<file path="src/rtl/tmds_encode.sv">
// tmds_encode: TMDS 8b/10b character encoder with optional HDMI guard bands and TERC4 data islands.
module tmds_encode #(
    parameter string CHANNEL = "BLUE",
    parameter string MODE    = "DVI"
) (
    input  logic       clkin,
    input  logic       rstin,
    input  logic [7:0] vdin,
    input  logic [3:0] adin,
    input  logic       c0,
    input  logic       c1,
    input  logic       vde,
    input  logic       ade,
    output logic [9:0] dout
);
    localparam logic       HDMI    = (MODE == "HDMI");
    localparam logic       IS_BLUE = (CHANNEL == "BLUE");
    localparam logic [9:0] VID_GB  = (CHANNEL == "GREEN") ? 10'b0100110011 : 10'b1011001100;
    localparam logic [9:0] DI_GB   = 10'b0100110011;

    function automatic logic [3:0] popcount(input logic [7:0] x);
        popcount = '0;
        for (int i = 0; i < 8; i++) popcount = popcount + {3'b0, x[i]};
    endfunction

    function automatic logic [9:0] terc4(input logic [3:0] a);
        case (a)
            4'h0:    terc4 = 10'b1010011100;
            4'h1:    terc4 = 10'b1001100011;
            4'h2:    terc4 = 10'b1011100100;
            4'h3:    terc4 = 10'b1011100010;
            4'h4:    terc4 = 10'b0101110001;
            4'h5:    terc4 = 10'b0100011110;
            4'h6:    terc4 = 10'b0110001110;
            4'h7:    terc4 = 10'b0100111100;
            4'h8:    terc4 = 10'b1011001100;
            4'h9:    terc4 = 10'b0100111001;
            4'ha:    terc4 = 10'b0110011100;
            4'hb:    terc4 = 10'b1011000110;
            4'hc:    terc4 = 10'b1010001110;
            4'hd:    terc4 = 10'b1001110001;
            4'he:    terc4 = 10'b0101100011;
            default: terc4 = 10'b1011000011;
        endcase
    endfunction

    logic [7:0] d1;
    logic [3:0] n1d, ad1, ad2, n1q, n0q;
    logic       vde1, ade1, c0_1, c1_1, vde2, ade2, c0_2, c1_2, ade3, ade4;
    logic [8:0] q_m, qm2;
    logic [4:0] cnt, cnt_nxt, diff;
    logic [9:0] vid, ctl;
    logic       ade_in, dec1, dec2, dec3, vgb, dgb;

    assign ade_in = HDMI & ade;
    assign dec1   = n1d > 4'd4 || (n1d == 4'd4 && !d1[0]);

    always_comb begin
        q_m    = '0;
        q_m[0] = d1[0];
        for (int i = 1; i < 8; i++) q_m[i] = q_m[i-1] ^ d1[i] ^ dec1;
        q_m[8] = ~dec1;
    end

    // cnt is kept as raw 5-bit two's complement; bit 4 is its sign
    always_comb begin
        diff    = {1'b0, n1q} - {1'b0, n0q};
        dec2    = cnt == 5'd0 || n1q == n0q;
        dec3    = (!cnt[4] && cnt != 5'd0 && n1q > n0q) || (cnt[4] && n0q > n1q);
        vid     = dec2 ? {~qm2[8], qm2[8], qm2[8] ? qm2[7:0] : ~qm2[7:0]} :
                  dec3 ? {1'b1, qm2[8], ~qm2[7:0]} : {1'b0, qm2[8], qm2[7:0]};
        cnt_nxt = dec2 ? cnt + (qm2[8] ? diff : -diff) :
                  dec3 ? cnt + {3'b0, qm2[8], 1'b0} - diff : cnt + diff - {3'b0, ~qm2[8], 1'b0};
        ctl     = {c1_2, c0_2} == 2'b00 ? 10'b1101010100 :
                  {c1_2, c0_2} == 2'b01 ? 10'b0010101011 :
                  {c1_2, c0_2} == 2'b10 ? 10'b0101010100 : 10'b1010101011;
        // look ahead through stage 1 and the live inputs, look back through ade3/ade4
        vgb     = HDMI && !vde2 && (vde1 || vde);
        dgb     = HDMI && !ade2 && (ade1 || ade_in || ade3 || ade4);
    end

    always_ff @(posedge clkin) begin
        if (rstin) begin
            {d1, n1d, ad1, vde1, ade1, c0_1, c1_1} <= '0;
            {qm2, n1q, n0q, ad2, vde2, ade2, c0_2, c1_2, ade3, ade4} <= '0;
            cnt  <= '0;
            dout <= '0;
        end else begin
            d1   <= vdin;
            n1d  <= popcount(vdin);
            ad1  <= adin;
            vde1 <= vde;
            ade1 <= ade_in;
            c0_1 <= c0;
            c1_1 <= c1;
            qm2  <= q_m;
            n1q  <= popcount(q_m[7:0]);
            n0q  <= 4'd8 - popcount(q_m[7:0]);
            ad2  <= ad1;
            vde2 <= vde1;
            ade2 <= ade1;
            c0_2 <= c0_1;
            c1_2 <= c1_1;
            ade3 <= ade2;
            ade4 <= ade3;
            cnt  <= vde2 ? cnt_nxt : '0;
            dout <= vde2 ? vid : ade2 ? terc4(ad2) : vgb ? VID_GB :
                    dgb ? (IS_BLUE ? terc4({2'b11, c1_2, c0_2}) : DI_GB) : ctl;
        end
    end
endmodule

</file>
<file path="config.mk">
export PLATFORM = sky130hd
export DESIGN_NAME = tmds_encode
export DESIGN_NICKNAME = d
export VERILOG_FILES = /design/src/rtl/tmds_encode.sv
export SDC_FILE = /design/constraint.sdc
export NUM_CORES = 1
export LEC_CHECK = 0
export ABC_CLOCK_PERIOD_IN_PS = 3800
export BUFFER_PORTS_ARGS = -buffer_cell sky130_fd_sc_hd__buf_2
export CORE_MARGIN = 2
export CORE_UTILIZATION = 30
export DETAILED_ROUTE_END_ITERATION = 8
export GPL_TIMING_DRIVEN = 0
export MAX_ROUTING_LAYER = met4
export SLEW_MARGIN = 20
export SYNTH_ARGS = -nofsm -noshare
export SYNTH_HDL_FRONTEND = slang
export SYNTH_SLANG_ARGS = --single-unit
</file>
<file path="constraint.sdc">
create_clock -name clkin -period 3.8 [get_ports clkin]
set_input_delay 0.76 -clock clkin [delete_from_list [all_inputs] [get_ports clkin]]
set_output_delay 0.76 -clock clkin [all_outputs]
set_load 0.005 [all_outputs]
</file>
==> flow_summary_export.csv, run 1 <==
group,metric,value,unit
status,status,"finished, violations left",
status,failed_checks,"setup timing",
sta,setup_violations,3,
sta,finClkSkew,0.00651,ns
route,routed_wl,4.72,mm
layout,layout_common_cells,"dfxtp_1, inv_1, ha_1, xnor2_1, buf_2",
flow_run,timing.max_cap.violations,0,
worst_setup_path,critPathLaunchType,"flop",
route,drcViolationCount,0,
grt,grt_pass1_wl,8.05,mm
synth,yosys-top-cells-area,"dfxtp_1, ha_1, fa_1",
floorplan,core_area,9060,um^2
worst_setup_path,r2r-end,"n0q[3]",
synth,synth_edf_count,0,
synth,synthesis.nets,341,
grt,grt_max_degree,17,
placed_design,dp_hpwl,3.74,mm
synth,syn_area_per_cell,9.79,um^2
sta,period_share,104,%
grt,overflow,0,
sta,worst_slew_pin_slew,0.494,ns
worst_setup_path,timing.rr.start,"n1d[3]",
worst_setup_path,end_kind,"flop",
layout,stdcell_count,430,
synth,ys_warn_count,0,
layout,drive_above_1_share,17.6,%
sta,relSlewSlack,66.1,%
clocking,cts_buffer_depth,2,
grt,grt_usage,10.3,%
route,vias,1831,
floorplan,io_pins,28,
placed_design,gp_congestion,0.787,
synth,synth-seq-cells,48,
worst_setup_path,cpMaxStageDelayCell,"fa_2",
synth,yosysTopAreaCell,"dfxtp_1",
sta,hold_viol_final,0,
layout,layout_commonest_cell,"dfxtp_1",
layout,diodes,0,
route,drtIter0Drc,37,
synth,yosys.area.top_type_share,34.8,%
sta,fin_crit,3.94,ns
synth,synthArstFlopShare,0,%
layout,nets,377,
worst_setup_path,worst_ep_arrival_time,4.12,ns
sta,max_freq,254,MHz
grt,grt_pass1_vias,1810,
floorplan,rows,35,
synth,synthFlopType,"dfxtp_1",
clocking,cts-root-buf,"clkbuf_8",
sta,maxSlewViolCount,0,
placed_design,placed_cells,415,
grt,antenna_found_initial,0,
layout,areaGrowthSynthToFinish,16.9,%
floorplan,die_y,99.9,um
route,viasPerCell,4.26,
route,first_pass_iters,4,
clocking,clkLatencyLatePin,0.30,ns
floorplan,die_area,9980,um^2
synth,yosysUniqueCellTypes,40,
route,wl_per_cell,11.0,um
worst_setup_path,critPathKind,"flop to flop",
worst_setup_path,path_cells,"nor2_4 > a2bb2oi_2 > xnor3_2 > inv_2 > fa_1 > xor2_1 > xnor2_1 > ha_1 > fa_1 > ha_2 > inv_2 > fa_2 > nor2b_4 > o21ai_1 > a32oi_1 > nor2_1",
sta,fin_ws,-0.142,ns
route,postRouteAntennaNets,0,
clocking,htreeDepth,2,
clocking,clock-sinks,48,
worst_setup_path,path_buf_inv,2,
worst_setup_path,r2r_cells,16,
sta,rsz0062_at_grt,"yes",
worst_setup_path,rrSetupSlack,-0.14,ns
worst_setup_path,critPathMaxStageDelay,0.54,ns
worst_setup_path,crit_required,3.98,ns
clocking,tritoncts,"yes",
floorplan,fp.dieW,99.9,um
synth,seq_area_frac_synth,34.8,%
clocking,clkTransAtPathRegs,0.09,ns
worst_setup_path,crit_family,"adder cells",
placed_design,port_buffers,22,
min_path,hold_depth,2,
synth,syn_area,2760,um^2
clocking,cts_made_buffers,5,
floorplan,start_util,30.4,%
worst_setup_path,crit_fanout,3,
min_path,min_path_type,"flop to flop",
synth,synthCells,282,
[sequential cells by signal (all words and copies together), names as in the netlist, 3 cells and up, named ones only]
name  count
dout     10
qm2       9
d1        8
cnt       4
n1d       4
n0q       3
n1q       3
[worst reg2reg max path: cells and delay by family, from the launching register on]
kind                       cells  cell delay [ns]
AOI/OAI and AO/OA              3             0.38
xor gates and xnor gates       3             0.65
adders and majority gates      5             1.98
buffers and inverters          2             0.14
DFF                            1             0.37
and+or+nand+nor                3             0.30
[what timing repair did]
item / 4_1_cts / 5_1_grt
gates cloned: 0 / 0
setup endpoints to repair: 3 / 4
gates resized for setup: 14 / 0
setup buffers: 5 / 2
pin swaps: 10 / 5
hold buffers: 0 / 0
[per-layer routing]
metal  track usage (%)  wire length [um]  vias to the layer above
li1                  -                 -                      973
met1              12.7              2280                      830
met2              17.2              2270                       23
met3              1.95               114                        5
met4              3.37                55                        0
met5                 -                 0                        -
[synth_stat cells, types with 2 or more instances]
master    count
nor3b_1       3
xor2_1       11
mux2i_1       3
xnor2_1      24
or2_2         2
xnor3_2       2
o211ai_1      2
nand3b_1      3
a211oi_1      3
or4_1         2
nand3_1       3
fa_1         12
nor2_1       22
nand2b_1      2
o21ai_0       4
inv_1        34
nor2b_1      19
a21oi_1      12
dfxtp_1      48
clkbuf_1      8
ha_1         29
o21ai_1       6
nand2_1       8
a21o_1        4
[cells by family (layout without fill, tap and decap cells)]
logic type | after synthesis | count (layout) | share of synthesized area (%)
buf+inv | 44 | 81 | 6.03
xor+xnor | 37 | 37 | 12.8
flops | 48 | 48 | 34.8
simple gates | 71 | 71 | 14.1
compound gates | 38 | 38 | 9.34
mux | 3 | 3 | 1.09
fa+ha+maj | 41 | 41 | 21.8
[metrics by stage]
step                setup WS (ns)  instance area (um^2)  setup TNS [ns]  util [%]  hold slack, ns
finish                     -0.142                  3230          -0.369      35.6           0.428
global route               -0.341                  3230          -0.934      35.6           0.457
CTS                        -0.157                  3210          -0.404      35.4           0.430
detailed placement         -0.297                  3010          -0.651      33.2           0.417
global placement           -0.210                  3010          -0.392      33.2           0.418
floorplan                0.000274                  2760               0         -           0.403
[area by class of cell]
cell class	count	area [um^2]
clock buffers	5	68.8
multi-input cells	190	1670
inverters	35	131
clock inverters	3	46.3
flip-flops and latches	48	970
plain buffers	9	35.0
well taps	111	139
fillers	896	5840
repair buffers	29	163
[worst max path at each step]
stage / endpoint / slack [ns] / cells past startpoint / from
2_1_floorplan: n0q[3] / 0.0003 / 17 / d1[0]
3_3_place_gp: n0q[3] / -0.21 / 17 / d1[0]
3_5_place_dp: n0q[3] / -0.30 / 17 / n1d[3]
4_1_cts: n0q[3] / -0.16 / 16 / n1d[3]
5_1_grt: n0q[3] / -0.34 / 17 / n1d[3]
6_report: n0q[3] / -0.14 / 16 / n1d[3]
Power of run 1 is not shown: default switching activity piles up to over one toggle a cycle in this logic, so the estimate is an artifact.
==> run 2: changes to the inputs <==
--- a/config.mk
+++ b/config.mk
@@ -5,8 +5,10 @@
 export SDC_FILE = /design/constraint.sdc
 export NUM_CORES = 1
 export LEC_CHECK = 0
+export ABC_AREA = 1
 export ABC_CLOCK_PERIOD_IN_PS = 3800
 export BUFFER_PORTS_ARGS = -buffer_cell sky130_fd_sc_hd__buf_2
+export CAP_MARGIN = 25
 export CORE_MARGIN = 2
 export CORE_UTILIZATION = 30
 export DETAILED_ROUTE_END_ITERATION = 8
==> flow_summary_export.csv, run 2 <==
group,metric,value,unit
status,status,"finished clean",
synth,seq_area_frac_synth,33.3,%
grt,grt_pass1_wl,8.85,mm
layout,post-route-util,36.6,%
route,first_pass_iters,6,
layout,drive_above_1_share,17.5,%
layout,nets,481,
floorplan,rows,35,
min_path,min_path_type,"flop to flop",
sta,maxSlewViolCount,0,
power_and_ir_drop,p_total,2.97,mW
synth,ys_warn_count,0,
sta,setup_violations,0,
sta,period_share,96.5,%
clocking,cts_buffer_depth,2,
worst_setup_path,worst_ep_arrival_time,3.90,ns
layout,multiInputGateArea,1650,um^2
worst_setup_path,worst_path_most_repeated_cell,"nand2_2",
worst_setup_path,crit_fanout,5,
grt,overflow,0,
route,wl_per_cell,9.26,um
grt,grt_pass1_vias,2079,
clocking,tritoncts,"yes",
route,drtIter0Drc,64,
sta,max_freq,273,MHz
floorplan,io_pins,28,
placed_design,dp_hpwl,4.10,mm
route,vias,2289,
worst_setup_path,path_buf_inv,5,
placed_design,port_buffers,22,
grt,met1_usage,14.1,%
sta,fin_crit,3.67,ns
grt,grt_usage,10.9,%
power_and_ir_drop,ir_drop,0.278,mV
clocking,cts-root-buf,"clkbuf_8",
synth,synth_edf_count,0,
layout,diodes,0,
synth,yosysUniqueCellTypes,27,
grt,grt_max_degree,15,
sta,finClkSkew,0.00602,ns
clocking,clock-sinks,48,
synth,synthCells,385,
clocking,cts_made_buffers,5,
layout,layout_common_cells,"inv_1, nand2_1, dfxtp_1, nor2_1",
synth,yosysTopAreaCell,"dfxtp_1",
route,routed_wl,5.11,mm
layout,areaGrowthSynthToFinish,17.8,%
sta,rsz0062_at_grt,"yes",
worst_setup_path,cpMaxStageDelayCell,"fa_1",
flow_run,timing.max_cap.violations,0,
worst_setup_path,critPathLaunchType,"flop",
floorplan,core_area,9280,um^2
floorplan,fp.dieW,102,um
placed_design,gp_congestion,0.807,
sta,relSlewSlack,66.8,%
grt,antenna_found_initial,0,
power_and_ir_drop,power_density,875,nW/um^2
synth,syn_area,2890,um^2
clocking,hold_buffers,0,
layout,largest_reg_flops,10,
power_and_ir_drop,power.leakage,1.74,nW
clocking,htreeDepth,2,
route,postRouteAntennaNets,0,
synth,synthesis.nets,444,
worst_setup_path,critPathKind,"flop to flop",
synth,synth-seq-cells,48,
sta,tns,0,ns
synth,synthArstFlopShare,0,%
synth,synthFlopType,"dfxtp_1",
layout,seq_area,967,um^2
layout,stdcell_count,552,
layout,layout_commonest_cell,"inv_1",
synth,synth_most_common_cell,"inv_1",
placed_design,placed_cells,536,
worst_setup_path,end_kind,"flop",
synth,yosys.area.top_type_share,33.3,%
grt,grt-busiest-layer,"met2",
worst_setup_path,path_cells,"inv_4 > nand2_1 > nand2_2 > nand2_2 > nand2_2 > nand2_2 > nand2_2 > inv_2 > fa_1 > nand3_2 > nand2_1 > inv_2 > ha_4 > fa_1 > ha_2 > inv_2 > fa_2 > xor2_2 > nand3_1 > buf_4 > a21oi_1",
clocking,clkTransAtPathRegs,0.08,ns
layout,largest_register,"dout",
grt,grtUsageMet3,2.67,%
sta,worst_slew_pin_slew,0.496,ns
synth,yosys-top-cells-area,"dfxtp_1, ha_1, inv_1",
floorplan,die_area,10400,um^2
route,viasPerCell,4.15,
layout,reg.largest.list,"dout x10, qm2 x9, d1 x8",
clocking,clkLatencyLatePin,0.30,ns
floorplan,start_util,31.1,%
worst_setup_path,crit_required,4.03,ns
route,drcViolationCount,0,
grt,use_met2,17.1,%
floorplan,die_y,102,um
synth,syn_area_per_cell,7.49,um^2
synth,synthTopCellsByCount,"inv_1, nand2_1, dfxtp_1",
sta,hold_viol_final,0,
worst_setup_path,crit_family,"adder cells",
layout,nFillCells,987,
worst_setup_path,critPathMaxStageDelay,0.56,ns
sta,hold_slack,0.406,ns
## run 2: kinds of logic (layout without fill, tap and decap cells)
logic type / count (synthesis) / in the layout / synth area share, %
AND/OR/NAND/NOR: 161 / 161 / 24.1
buffers and inverters: 93 / 131 / 12.1
flip-flops: 48 / 48 / 33.3
adder cells (fa/ha/maj): 41 / 41 / 20.9
AO/OA/AOI/OAI: 29 / 29 / 5.59
XOR/XNOR: 13 / 13 / 3.95
## run 2: layout make-up
class,count,share of cell area [%]
buffer,5,0.589
clock buffer,7,2.54
clock inverter,1,0.221
inverter,88,9.79
multi-input combinational,244,48.7
sequential,48,28.5
tap,129,4.75
timing repair buffer,30,5.01
## run 2: repair_timing
item                       CTS  global route
resized for setup            2            25
pin swaps                    0            14
setup endpoints to repair    3             3
buffers inserted             0             8
## run 2: worst reg2reg max path: cells and delay by family (launching register included)
kind / cells / cell delay, ns
adders and majority gates: 5 / 1.84
and+or+nand+nor: 9 / 0.72
DFF: 1 / 0.37
buffers and inverters: 5 / 0.33
xor gates and xnor gates: 1 / 0.23
AOI/OAI and AO/OA: 1 / 0.12
## run 2: report_power, final
part | internal [mW] | switching (mW)
Clock | 0.148 | 0.159
Sequential | 0.581 | 0.0333
Combinational | 0.853 | 1.20
## run 2: path summary, 6_finish.rpt
path | startpoint | endpoint | slack (ns) | depth (start not counted)
min reg2reg | vde1 | vde2 | 0.41 | 2
min | vde1 | vde2 | 0.41 | 2
max reg2reg | d1[0] | n0q[3] | 0.13 | 21
max | d1[0] | n0q[3] | 0.13 | 21
## run 2: through the flow
step / setup slack, ns / instance area [um^2]
after CTS: 0.0245 / 3260
after floorplan: 0.260 / 2890
after global routing: -0.0446 / 3400
after detailed placement: -0.102 / 3160
after global placement: -0.0662 / 3160
final: 0.135 / 3400
## run 2: metal layers
metal	vias to the layer above	part of all wire, %
met4	0	1.3
met2	32	45
li1	1232	-
met3	9	3.3
met5	-	0
met1	1016	50
(Power assumes the default switching activity.)
==> run 3: changes to the inputs <==
--- a/config.mk
+++ b/config.mk
@@ -10,10 +10,11 @@
 export BUFFER_PORTS_ARGS = -buffer_cell sky130_fd_sc_hd__buf_2
 export CAP_MARGIN = 25
 export CORE_MARGIN = 2
-export CORE_UTILIZATION = 30
+export CORE_UTILIZATION = 53
 export DETAILED_ROUTE_END_ITERATION = 8
 export GPL_TIMING_DRIVEN = 0
 export MAX_ROUTING_LAYER = met4
+export PLACE_DENSITY = 0.75
 export SLEW_MARGIN = 20
 export SYNTH_ARGS = -nofsm -noshare
 export SYNTH_HDL_FRONTEND = slang
==> flow_summary_export.csv, run 3 (synthesis results as in run 2) <==
group,metric,value,unit
worst_setup_path,path_cells,"nor2_1 > nor2_4 > nand2_2 > nand3_2 > nand2_4 > inv_2 > fa_1 > inv_1 > nand2_1 > nand2_1 > inv_2 > ha_4 > fa_1 > ha_2 > inv_2 > fa_2 > xor2_2 > nand3_2 > o21ai_2 > a21oi_1",
placed_design,placed_cell_area,3080,um^2
placed_design,port_buffers,22,
sta,fin_crit,3.83,ns
power_and_ir_drop,p_clk_share,13.2,%
sta,worst_slew_pin_slew,0.538,ns
clocking,cts_buffer_depth,2,
floorplan,io_pins,28,
sta,maxSlewViolCount,0,
worst_setup_path,worst_path_most_repeated_cell,"inv_2",
power_and_ir_drop,p_int,1.73,mW
floorplan,rows,26,
placed_design,gp_congestion,0.852,
sta,finClkSkew,0.00654,ns
layout,drive_above_1_share,18.8,%
min_path,hold_depth,2,
floorplan,die_y,77.8,um
floorplan,core_area,5170,um^2
grt,grt_pass1_wl,8.83,mm
clocking,htreeDepth,2,
route,wl_per_cell,11.2,um
layout,multiInputGateArea,1690,um^2
power_and_ir_drop,switching_share,45.9,%
layout,reg.largest.list,"dout x10, qm2 x9, d1 x8",
clocking,hold_buffers,0,
floorplan,fp.dieW,77.8,um
route,postRouteAntennaNets,0,
layout,stdcell_count,490,
layout,largest_register,"dout",
worst_setup_path,worst_ep_arrival_time,4.00,ns
clocking,clkTransAtPathRegs,0.08,ns
sta,max_freq,261,MHz
power_and_ir_drop,p_total,3.20,mW
sta,tns,-0.0308,ns
worst_setup_path,crit_family,"adder cells",
sta,period_share,101,%
layout,post-route-util,65.3,%
min_path,min_path_type,"flop to flop",
sta,rsz0062_at_grt,"yes",
status,failed_checks,"setup timing",
layout,nets,479,
grt,grt_pass1_vias,2114,
route,vias,2316,
clocking,clock-sinks,48,
power_and_ir_drop,switching_power,1.47,mW
worst_setup_path,critPathMaxStageDelay,0.57,ns
status,status,"finished, violations left",
clocking,tritoncts,"yes",
power_and_ir_drop,ir_drop,0.509,mV
layout,layout_commonest_cell,"inv_1",
layout,areaGrowthSynthToFinish,17.1,%
worst_setup_path,crit_required,3.97,ns
power_and_ir_drop,power.leakage,1.76,nW
placed_design,placed_cells,477,
grt,overflow,0,
min_path,worstHoldStart,"c1_1",
layout,layout_common_cells,"inv_1, nand2_1, dfxtp_1, nor2_1, ha_1",
sta,fin_ws,-0.0308,ns
route,drcViolationCount,0,
layout,fin_area,3380,um^2
flow_run,timing.max_cap.violations,0,
worst_setup_path,r2r_cells,20,
power_and_ir_drop,combPwrFrac,67.6,%
worst_setup_path,end_kind,"flop",
route,routed_wl,5.49,mm
power_and_ir_drop,power_frac_seq,19.2,%
layout,nFillCells,422,
layout,largest_reg_flops,10,
floorplan,die_area,6050,um^2
sta,setup_violations,1,
grt,antenna_found_initial,0,
worst_setup_path,path_buf_inv,4,
worst_setup_path,timing.rr.start,"d1[2]",
layout,seq_area,968,um^2
worst_setup_path,r2r-end,"n0q[3]",
clocking,clkLatencyLatePin,0.30,ns
route,viasPerCell,4.73,
grt,grt_max_degree,15,
placed_design,dp_hpwl,3.98,mm
worst_setup_path,cpMaxStageDelayCell,"fa_1",
power_and_ir_drop,power_density,948,nW/um^2
min_path,holdPathEnd,"c1_2",
clocking,cts-root-buf,"clkbuf_8",
sta,hold_viol_final,0,
clocking,cts_made_buffers,5,
worst_setup_path,crit_fanout,4,
route,first_pass_iters,4,
worst_setup_path,critPathKind,"flop to flop",
worst_setup_path,critPathLaunchType,"flop",
route,drtIter0Drc,86,
layout,diodes,0,
grt,grt_usage,18.8,%
worst_setup_path,rrSetupSlack,-0.03,ns
floorplan,start_util,55.8,%
sta,relSlewSlack,64.0,%
[run 3: changes by cell type in the layout (fill, tap and decap cells not counted), sizes merged]
cell | previous run | this run
buf | 32 | 30
bufinv | 0 | 2
clkbuf | 10 | 8
clkinvlp | 1 | 0
[run 3: worst max-delay path by stage]
| stage | startpoint | cells past startpoint | to |
|---|---|---|---|
| floorplan | d1[0] | 20 | n0q[3] |
| global placement | d1[0] | 17 | n0q[3] |
| detailed placement | d1[0] | 18 | n0q[3] |
| CTS | d1[2] | 20 | n0q[3] |
| global route | d1[1] | 22 | n0q[3] |
| finish | d1[2] | 20 | n0q[3] |
[run 3: metal layers]
layer  part of all wire [%]  global-route usage [%]  wire [um]  vias to the layer above
met5                      0                       -          0                        -
met4                    1.3                    4.82         70                        0
met3                    3.2                    3.84        177                        8
met2                     50                    33.7       2760                       33
met1                     45                    21.2       2480                     1044
li1                       -                       -          -                     1231
[run 3: worst min-delay path, cell delays in order (launching register included)]
cell,delay (ns)
dfxtp_1,0.31
inv_1,0.04
nor2_1,0.03
[run 3: timing repair]
| action | in CTS | in global routing |
|---|---|---|
| gates cloned | 0 | 0 |
| resized for setup | 4 | 32 |
| setup endpoints to repair | 1 | 3 |
| buffers inserted | 0 | 6 |
| hold endpoints to repair | 0 | 0 |
| pin swaps | 0 | 19 |
[run 3: metrics by stage]
step | hold slack [ns] | setup slack [ns]
2_1_floorplan | 0.388 | 0.260
3_3_place_gp | 0.393 | 0.0368
3_5_place_dp | 0.406 | -0.0178
4_1_cts | 0.418 | 0.00173
5_1_grt | 0.437 | -0.188
6_report | 0.417 | -0.0308
[run 3: power groups by stage]
stage                     Combinational, mW  Sequential (mW)  Clock (mW)
after floorplan                        1.50            0.621           0
after global placement                 1.77            0.624           0
after global routing                   2.48            0.624       0.449
after detailed placement               1.86            0.627           0
after CTS                              1.89            0.615       0.426
final                                  2.16            0.616       0.421
[run 3: layout make-up]
class,count,area share (%)
clock buffers,5,2.04
clock inverters,2,1.78
plain buffers,5,0.593
multi-input cells,244,49.9
flip-flops and latches,48,28.7
repair buffers,28,4.59
inverters,88,9.85
well taps,70,2.59
